File: config.mk
export PLATFORM = sky130hd
export DESIGN_NAME = mul_1_mant
export DESIGN_NICKNAME = d
export VERILOG_FILES = /design/src/rtl/mul_1_mant.sv
export SDC_FILE = /design/constraint.sdc
export NUM_CORES = 2
export LEC_CHECK = 0
export BUFFER_PORTS_ARGS = -buffer_cell sky130_fd_sc_hd__buf_2
export CORE_UTILIZATION = 40
export DETAILED_ROUTE_END_ITERATION = 8
export HOLD_SLACK_MARGIN = 0.15
export PLACE_DENSITY = 0.6
export RECOVER_POWER = 25
export SYNTH_ARGS = -nofsm -noshare
export SYNTH_HDL_FRONTEND = slang
export SYNTH_SLANG_ARGS = --single-unit
File: constraint.sdc
create_clock -name clk -period 7.2 [get_ports clk]
set_clock_uncertainty 0.2 [all_clocks]
set_input_delay 0 -clock clk [delete_from_list [all_inputs] [get_ports clk]]
set_output_delay 0 -clock clk [all_outputs]
set_load 0.02 [all_outputs]
File: src/rtl/mul_1_mant.sv
// ============================================================================
//  Module      : mul_1_mant
//  Description : Mantissa multiplier, stage 1 of the FP multiply datapath.
//                Restores the hidden bit of each operand and forms the exact
//                unsigned product of the two (MANT_W+1)-bit significands.
//                Partial products are reduced by a 3:2 carry-save tree and
//                resolved by one carry-propagate adder feeding the output
//                register.
//  Ports       : clk, rst (sync, active-high)
//                in_valid, a_is_sub, b_is_sub, a_mant, b_mant  -> inputs
//                out_valid, mant_1 [2*MANT_W+1:0]              -> outputs
//  Options     : `define MUL_1_MANT_PIPE2_EN registers the carry-save
//                sum/carry vectors ahead of the final adder (latency 2).
//  Revision    : 1.0  initial release
// ============================================================================
`default_nettype none

module mul_1_mant #(
    parameter int SIGN_W = 1,
    parameter int EXPO_W = 8,
    parameter int MANT_W = 23
) (
    input  logic                clk,
    input  logic                rst,
    input  logic                in_valid,
    input  logic                a_is_sub,
    input  logic                b_is_sub,
    input  logic [MANT_W-1:0]   a_mant,
    input  logic [MANT_W-1:0]   b_mant,
    output logic                out_valid,
    output logic [2*MANT_W+1:0] mant_1
);

    localparam int c_SIG_W  = MANT_W + 1;
    localparam int c_PROD_W = 2 * MANT_W + 2;

    // Rows remaining after `lvl` levels of 3:2 compression.
    function automatic int rows_after(input int rows, input int lvl);
        int r;
        r = rows;
        for (int i = 0; i < lvl; i++) begin
            r = (r / 3) * 2 + (r % 3);
        end
        return r;
    endfunction

    // Number of compression levels needed to reach two rows.
    function automatic int tree_depth(input int rows);
        int r;
        int d;
        r = rows;
        d = 0;
        while (r > 2) begin
            r = (r / 3) * 2 + (r % 3);
            d++;
        end
        return d;
    endfunction

    localparam int c_DEPTH = tree_depth(c_SIG_W);

    // SIGN_W / EXPO_W exist only so every stage of the multiply pipe shares
    // one parameter list; this empty block keeps them referenced.
    if (SIGN_W < 0 || EXPO_W < 0) begin : g_iface_only
    end

    // ------------------------------------------------------------------
    // Significands with restored hidden bit
    // ------------------------------------------------------------------
    logic [c_SIG_W-1:0]  w_sa;
    logic [c_SIG_W-1:0]  w_sb;
    logic [c_PROD_W-1:0] w_pp [c_SIG_W];
    logic [c_PROD_W-1:0] w_sum;
    logic [c_PROD_W-1:0] w_carry;

    assign w_sa = {~a_is_sub, a_mant};
    assign w_sb = {~b_is_sub, b_mant};

    // One partial-product row per multiplier bit
    for (genvar i = 0; i < c_SIG_W; i++) begin : g_pp
        assign w_pp[i] = w_sb[i] ? (c_PROD_W'(w_sa) << i) : '0;
    end

    // ------------------------------------------------------------------
    // Carry-save reduction tree. Each level compresses groups of three
    // rows into a sum and a (left-shifted) majority carry; leftover rows
    // pass straight through. Bits shifted beyond the product width are
    // always zero because the exact product fits in c_PROD_W bits.
    // ------------------------------------------------------------------
    for (genvar lv = 0; lv < c_DEPTH; lv++) begin : g_lvl
        localparam int c_RIN   = rows_after(c_SIG_W, lv);
        localparam int c_NCSA  = c_RIN / 3;
        localparam int c_NPASS = c_RIN % 3;
        localparam int c_ROUT  = 2 * c_NCSA + c_NPASS;

        logic [c_PROD_W-1:0] w_in  [c_RIN];
        logic [c_PROD_W-1:0] w_out [c_ROUT];

        for (genvar r = 0; r < c_RIN; r++) begin : g_src
            if (lv == 0) begin : g_from_pp
                assign w_in[r] = w_pp[r];
            end else begin : g_from_prev
                assign w_in[r] = g_lvl[lv-1].w_out[r];
            end
        end

        for (genvar k = 0; k < c_NCSA; k++) begin : g_csa
            assign w_out[2*k]   = w_in[3*k] ^ w_in[3*k+1] ^ w_in[3*k+2];
            assign w_out[2*k+1] = ((w_in[3*k]   & w_in[3*k+1]) |
                                   (w_in[3*k]   & w_in[3*k+2]) |
                                   (w_in[3*k+1] & w_in[3*k+2])) << 1;
        end

        for (genvar k = 0; k < c_NPASS; k++) begin : g_pass
            assign w_out[2*c_NCSA+k] = w_in[3*c_NCSA+k];
        end
    end

    assign w_sum   = g_lvl[c_DEPTH-1].w_out[0];
    assign w_carry = g_lvl[c_DEPTH-1].w_out[1];

    // ------------------------------------------------------------------
    // Output registers (final carry-propagate add sits just before them)
    // ------------------------------------------------------------------
    logic                r_out_valid;
    logic [c_PROD_W-1:0] r_mant;

`ifdef MUL_1_MANT_PIPE2_EN
    logic                r_v1;
    logic [c_PROD_W-1:0] r_sum;
    logic [c_PROD_W-1:0] r_carry;

    always_ff @(posedge clk) begin
        if (rst) begin
            r_v1        <= 1'b0;
            r_sum       <= '0;
            r_carry     <= '0;
            r_out_valid <= 1'b0;
            r_mant      <= '0;
        end else begin
            r_v1        <= in_valid;
            if (in_valid) begin
                r_sum   <= w_sum;
                r_carry <= w_carry;
            end
            r_out_valid <= r_v1;
            if (r_v1) begin
                r_mant  <= r_sum + r_carry;
            end
        end
    end
`else
    always_ff @(posedge clk) begin
        if (rst) begin
            r_out_valid <= 1'b0;
            r_mant      <= '0;
        end else begin
            r_out_valid <= in_valid;
            if (in_valid) begin
                r_mant  <= w_sum + w_carry;
            end
        end
    end
`endif

    assign out_valid = r_out_valid;
    assign mant_1    = r_mant;

endmodule

`default_nettype wire

== Yosys cells after proc, flatten, opt, wreduce, memory -nomap -nowiden ==
Cells that the tools add are included.

* Muxes and demuxes: 24
* Bitwise gates (word level): 155
* Add/sub/neg operators: 1

{| class="wikitable"
|+ Operator list
! kind !! count
|-
| bitwise AND 47 bit || 13
|-
| OR 47 bit || 13
|-
| XOR 48 bit || 8
|-
| bitwise AND 40 x 47 -> 47 bit || 2
|-
| bitwise AND 45 x 47 -> 47 bit || 2
|-
| bitwise AND 42 x 43 -> 43 bit || 2
|-
| XOR 42 x 43 -> 43 bit || 2
|-
| bitwise AND 39 x 41 -> 41 bit || 2
|-
| bitwise AND 34 x 39 -> 39 bit || 2
|-
| OR 39 bit || 2
|-
| bitwise AND 36 x 38 -> 38 bit || 2
|-
| OR 38 bit || 2
|-
| bitwise AND 33 x 34 -> 34 bit || 2
|-
| XOR 33 x 34 -> 34 bit || 2
|-
| bitwise AND 30 x 33 -> 33 bit || 2
|-
| OR 33 bit || 2
|-
| bitwise AND 30 x 32 -> 32 bit || 2
|-
| bitwise AND 27 x 29 -> 29 bit || 2
|-
| OR 29 bit || 2
|-
| adder 48 bit || 1
|-
| XOR 47 x 48 -> 48 bit || 1
|-
| bitwise AND 42 x 47 -> 47 bit || 1
|-
| bitwise AND 43 x 47 -> 47 bit || 1
|-
| bitwise AND 44 x 47 -> 47 bit || 1
|-
| 109 further kinds || 109
|}

* Output and inout port bits: 49
* Register bits: 49

== Longest topological paths before layout ==
* Depth after elaboration: 24
* Mapped depth: 24
* Depth with buffers taken out: 22

== Worst setup path after synthesis ==
OpenSTA, ideal clock, no wires.

* Path type: input to register
* Start: input b_mant[20]
* End: register r_mant[41] (netlist: mant_1[41])
* Setup slack: 1083 ps
* Data arrival time: 5795 ps
* Data required time: 6878 ps
* Stages on the path: 20
* Cells stage by stage: clkbuf_1 nand2_1 fa_1 inv_1 fa_1 inv_1 fa_1 fa_1 fa_1 fa_1 inv_1 fa_1 ha_1 a21oi_2 o21ai_1 or3b_1 a21o_1 a311o_1 and3_1 a311o_1

* Cells in the longest elaborated chain, start to end: 21
* Elaborated cells on any way between the ends: 52

{| class="wikitable"
|+ Ends and longest elaborated chain
! item !! line !! source
|-
| start, declared || 29 || <nowiki>input logic [MANT_W-1:0] b_mant,</nowiki>
|-
| 2-to-1 mux 44 bit * || 81 || <nowiki>assign w_pp[i] = w_sb[i] ? (c_PROD_W'(w_sa) << i) : '0;</nowiki>
|-
| bitwise AND 42 x 44 -> 44 bit || 110 || <nowiki>(w_in[3*k] & w_in[3*k+2]) |</nowiki>
|-
| OR 43 x 44 -> 44 bit || 109 || <nowiki>assign w_out[2*k+1] = ((w_in[3*k] & w_in[3*k+1]) |</nowiki>
|-
| OR 44 bit || 110 ||
|-
| XOR 44 x 45 -> 45 bit || 108 || <nowiki>assign w_out[2*k] = w_in[3*k] ^ w_in[3*k+1] ^ w_in[3*k+2];</nowiki>
|-
| XOR 45 x 47 -> 47 bit || 108 ||
|-
| bitwise AND 42 x 47 -> 47 bit || 110 ||
|-
| OR 43 x 47 -> 47 bit || 109 ||
|-
| (+4 left out) || -- ||
|-
| XOR 48 bit (2 in a row) || 108 ||
|-
| bitwise AND 47 bit || 110 ||
|-
| OR 47 bit || 109 ||
|-
| OR 47 bit || 110 ||
|-
| bitwise AND 47 bit || 109 ||
|-
| OR 47 bit || 109 ||
|-
| OR 47 bit || 110 ||
|-
| adder 48 bit * || 160 || <nowiki>r_mant <= w_sum + w_carry;</nowiki>
|-
| end signal, assigned || 160 ||
|-
| end, declared || 126 || <nowiki>logic [c_PROD_W-1:0] r_mant;</nowiki>
|}

Every way passes the cells marked *; elsewhere a longest branch is shown, timed or not.
A chain may end at the register's enable or synchronous reset.

== Final worst setup path ==
* Start: input a_mant[0]
* End: register r_mant[41] (netlist: mant_1[41])

* Cells in the longest elaborated chain, start to end: 23
* Elaborated cells on any way between the ends: 179

{| class="wikitable"
|+ Ends and longest elaborated chain
! item !! line !! source
|-
| start, declared || 28 || <nowiki>input logic [MANT_W-1:0] a_mant,</nowiki>
|-
| 2-to-1 mux 24 bit, or another cell as far along || 81 ||
|-
| bitwise AND 24 x 25 -> 25 bit or bitwise AND 24 x 26 -> 26 bit (tied branches) || 109, 110 ||
|-
| OR 25 x 26 -> 26 bit || 109 ||
|-
| OR 26 bit || 110 ||
|-
| bitwise AND 26 x 27 -> 27 bit || 109 ||
|-
| OR 27 x 29 -> 29 bit || 109 ||
|-
| OR 29 bit || 110 ||
|-
| bitwise AND 29 x 30 -> 30 bit || 109 ||
|-
| (+7 left out) || -- ||
|-
| OR 47 bit || 110 ||
|-
| bitwise AND 47 bit || 109 ||
|-
| OR 47 bit || 109 ||
|-
| OR 47 bit || 110 ||
|-
| bitwise AND 47 bit || 109 ||
|-
| OR 47 bit || 109 ||
|-
| OR 47 bit || 110 ||
|-
| adder 48 bit * || 160 ||
|}

Marks and branches as above.

==> results.py <==
metrics = {
    "yosys": {
        "synth.area.top_cells": "fa_1 (49%), and2_1 (10%), ha_1 (8.7%)",
        "syn_nets": 2856,
        "synth_seq_cells": 49,
        "yosys.cell_types.count": 64,
        "synth_edf_count": 0,
        "yosysTopAreaCell": "fa_1",
        "yosys-top-cells-count": "fa_1 (490), inv_1 (392), and2_1 (329), nand2_1 (261), ha_1 (139)",
        "yosysTopAreaCellShare_pct": 49.1,
        "yosysWarnings": 0,
        "syn_area_per_cell_um2": 9.18,
        "ys_seq_area_share_pct": 4.91,
        "synth_most_common_cell": "fa_1",
        "async_flop_share_pct": 0,
        "syn_area_um2": 20000,
        "syn_inst": 2176,
        "synth_ff_type": "dfxtp_1",
    },
    "critical_path": {
        "cp.arrival_ns": 6.73,
        "cpMostUsedCell": "fa_1",
        "path_max_fanout": 9,
        "end_kind": "flip-flop",
        "crit_path_max_incr_delay_ns": 0.56,
        "cp_num_buf_inv": 5,
        "path_delay_family": "adder cells",
        "criticalPathCategory": "primary input to flip-flop",
        "crit_required_ns": 7.19,
        "crit_path_top_delay_cell": "fa_1",
        "start_kind": "primary input",
        "path_cells": "dlygate4sd3_1 -> buf_2 -> nand2b_1 -> fa_1 -> inv_1 -> fa_1 -> inv_1 -> fa_1 -> fa_1 -> fa_1 -> fa_1 -> inv_1 -> fa_1 -> ha_1 -> a21oi_1 -> o21ai_0 -> a211oi_1 -> nand3_1 -> a311o_1 -> and3_1 -> a311o_1",
    },
    "sta": {
        "whs_ns": 0.174,
        "fmax_ghz": 0.148,
        "setup-violations-final": 0,
        "maxSlewHeadroom_pct": 39.0,
        "tns_ns": 0,
        "rsz0062_at_grt": "false",
        "slew_violations": 0,
        "period_needed_ns": 6.74,
        "period_share_pct": 93.7,
        "finalHoldViolCount": 0,
        "tightest_slew_ns": 0.915,
    },
    "worst_hold_path": {
        "hp-class": "primary input to flip-flop",
    },
    "status": {
        "outcome": "completed",
    },
    "die": {
        "core_area_um2": 49100,
        "die_y_um": 225,
        "ios": 100,
        "num_rows": 81,
        "die_x_um": 225,
        "die_area_um2": 50800,
        "floorplan.initialDensity_pct": 40.7,
    },
    "route": {
        "vias": 14600,
        "final_antenna_net_count": 0,
        "drt_wl_total_um": 52600,
        "viasPerCell": 5.16,
        "dr.pass1.iters": 5,
        "route.detailed.wl_per_inst_um": 18.5,
        "drt_iter0_drc": 580,
        "drc": 0,
    },
    "clock_network": {
        "cts_buffer_depth": 2,
        "cts_tree": "done",
        "worstSkewPairLatency_ns": 0.30,
        "root_buffer": "clkbuf_16",
        "numCtsBuffers": 5,
        "htree_levels": 2,
        "cts.sinks": 49,
        "cts_setup_buffers": 0,
        "path_clk_slew_ns": 0.07,
    },
    "global_route": {
        "grt_pass1_wl_um": 86800,
        "grt_pass1_vias": 16400,
        "track_usage_pct": 21.9,
        "grt_max_degree": 40,
        "grt-ovfl-total": 0,
        "antenna_found_initial": 1,
    },
    "place": {
        "dp_cells": 2825,
        "routabilityCongestion": 0.882,
        "port_buffers": 99,
        "dpl_cell_area_um2": 20900,
        "post-dp-hpwl_um": 43200,
    },
    "flow_run": {
        "maxCapViolCount": 0,
    },
    "finish": {
        "area_delta_synth_final_pct": 5.51,
        "stdcell_area_um2": 21100,
        "drive_gt1_share_pct": 5.02,
        "finalNetCount": 2851,
        "final_cells": 2837,
    },
}
[final timing paths]
| kind | endpoint | slack [ns] | start | cells after the start |
|---|---|---|---|---|
| max | mant_1[41] | 0.46 | a_mant[0] | 21 |
| min | mant_1[39] | 0.17 | in_valid | 3 |
| max reg2reg | mant_1[23] | 6.21 | mant_1[23] | 2 |
| min reg2reg | mant_1[46] | 0.27 | mant_1[46] | 2 |
[routing by layer]
metal  GRT usage, %  part of all wire (%)  routed length, µm
met1           27.3                    40              21100
met2           39.6                    53              27800
met3           2.22                   3.6               1910
met4           7.07                   3.4               1800
met5              0                     0                  0
[tightest hold or removal path, stage by stage]
cell and delay, ns:
buf_2 0.39, nand2_1 0.16, o311ai_1 0.08
[state kept, by name (all words and copies together) (netlist names)]
signal     cells
mant_1        48
out_valid      1
[logic make-up (layout without fill, tap and decap cells)]
logic type / Yosys count / after routing / share of synthesized area (%)
AND/OR/NAND/NOR: 767 / 767 / 20.0
adder cells (fa/ha/maj): 629 / 629 / 57.8
buffers and inverters: 519 / 515 / 9.84
AO/OA/AOI/OAI: 172 / 172 / 5.56
flip-flops: 49 / 49 / 4.91
multiplexers: 21 / 21 / 1.06
XOR/XNOR: 19 / 19 / 0.833
other: 0 / 1 / 0
[repair_timing]
action	4_1_cts	5_1_grt
endpoints found under the hold margin	26	0
setup endpoints to repair	0	0
hold buffers	3	0
gates resized for setup	0	0
[cell usage in the layout, fill, tap and decap left out, types with 5 or more instances in the layout]
master / count
nand3_1: 18
nor3_1: 16
inv_1: 392
clkbuf_16: 5
fa_1: 490
nand2_1: 261
nand2b_1: 14
and3_1: 6
o21ai_0: 31
or4_1: 6
a211oi_1: 6
dfxtp_1: 49
xor2_1: 12
o21a_1: 5
a21o_1: 17
buf_2: 75
nor2b_1: 35
clkbuf_1: 24
nor2_1: 52
and2_1: 329
a21oi_1: 60
buf_4: 12
ha_1: 139
xnor2_1: 7
o211ai_1: 5
mux2i_1: 20
nand4_1: 17
[cell type report]
type                       count  area (µm²)
inverter                     393        1480
clock buffer                   5         125
clock inverter                 3        46.3
tap                          664         831
multi-input combinational   1608       17000
fill                        4942       28000
antenna                        1        2.50
sequential                    49         981
timing repair buffer         114         586
[stage by stage]
stage | setup WS, ns | util (%)
after floorplan | 1.08 | -
after global placement | 0.590 | 42.6
after detailed placement | 0.472 | 42.6
after CTS | 0.519 | 43.0
after global routing | 0.231 | 42.9
final | 0.455 | 43.0
Power is left out: the tool's default activity adds up to more than one toggle a clock period on the data nets, which glitch-free logic cannot reach.
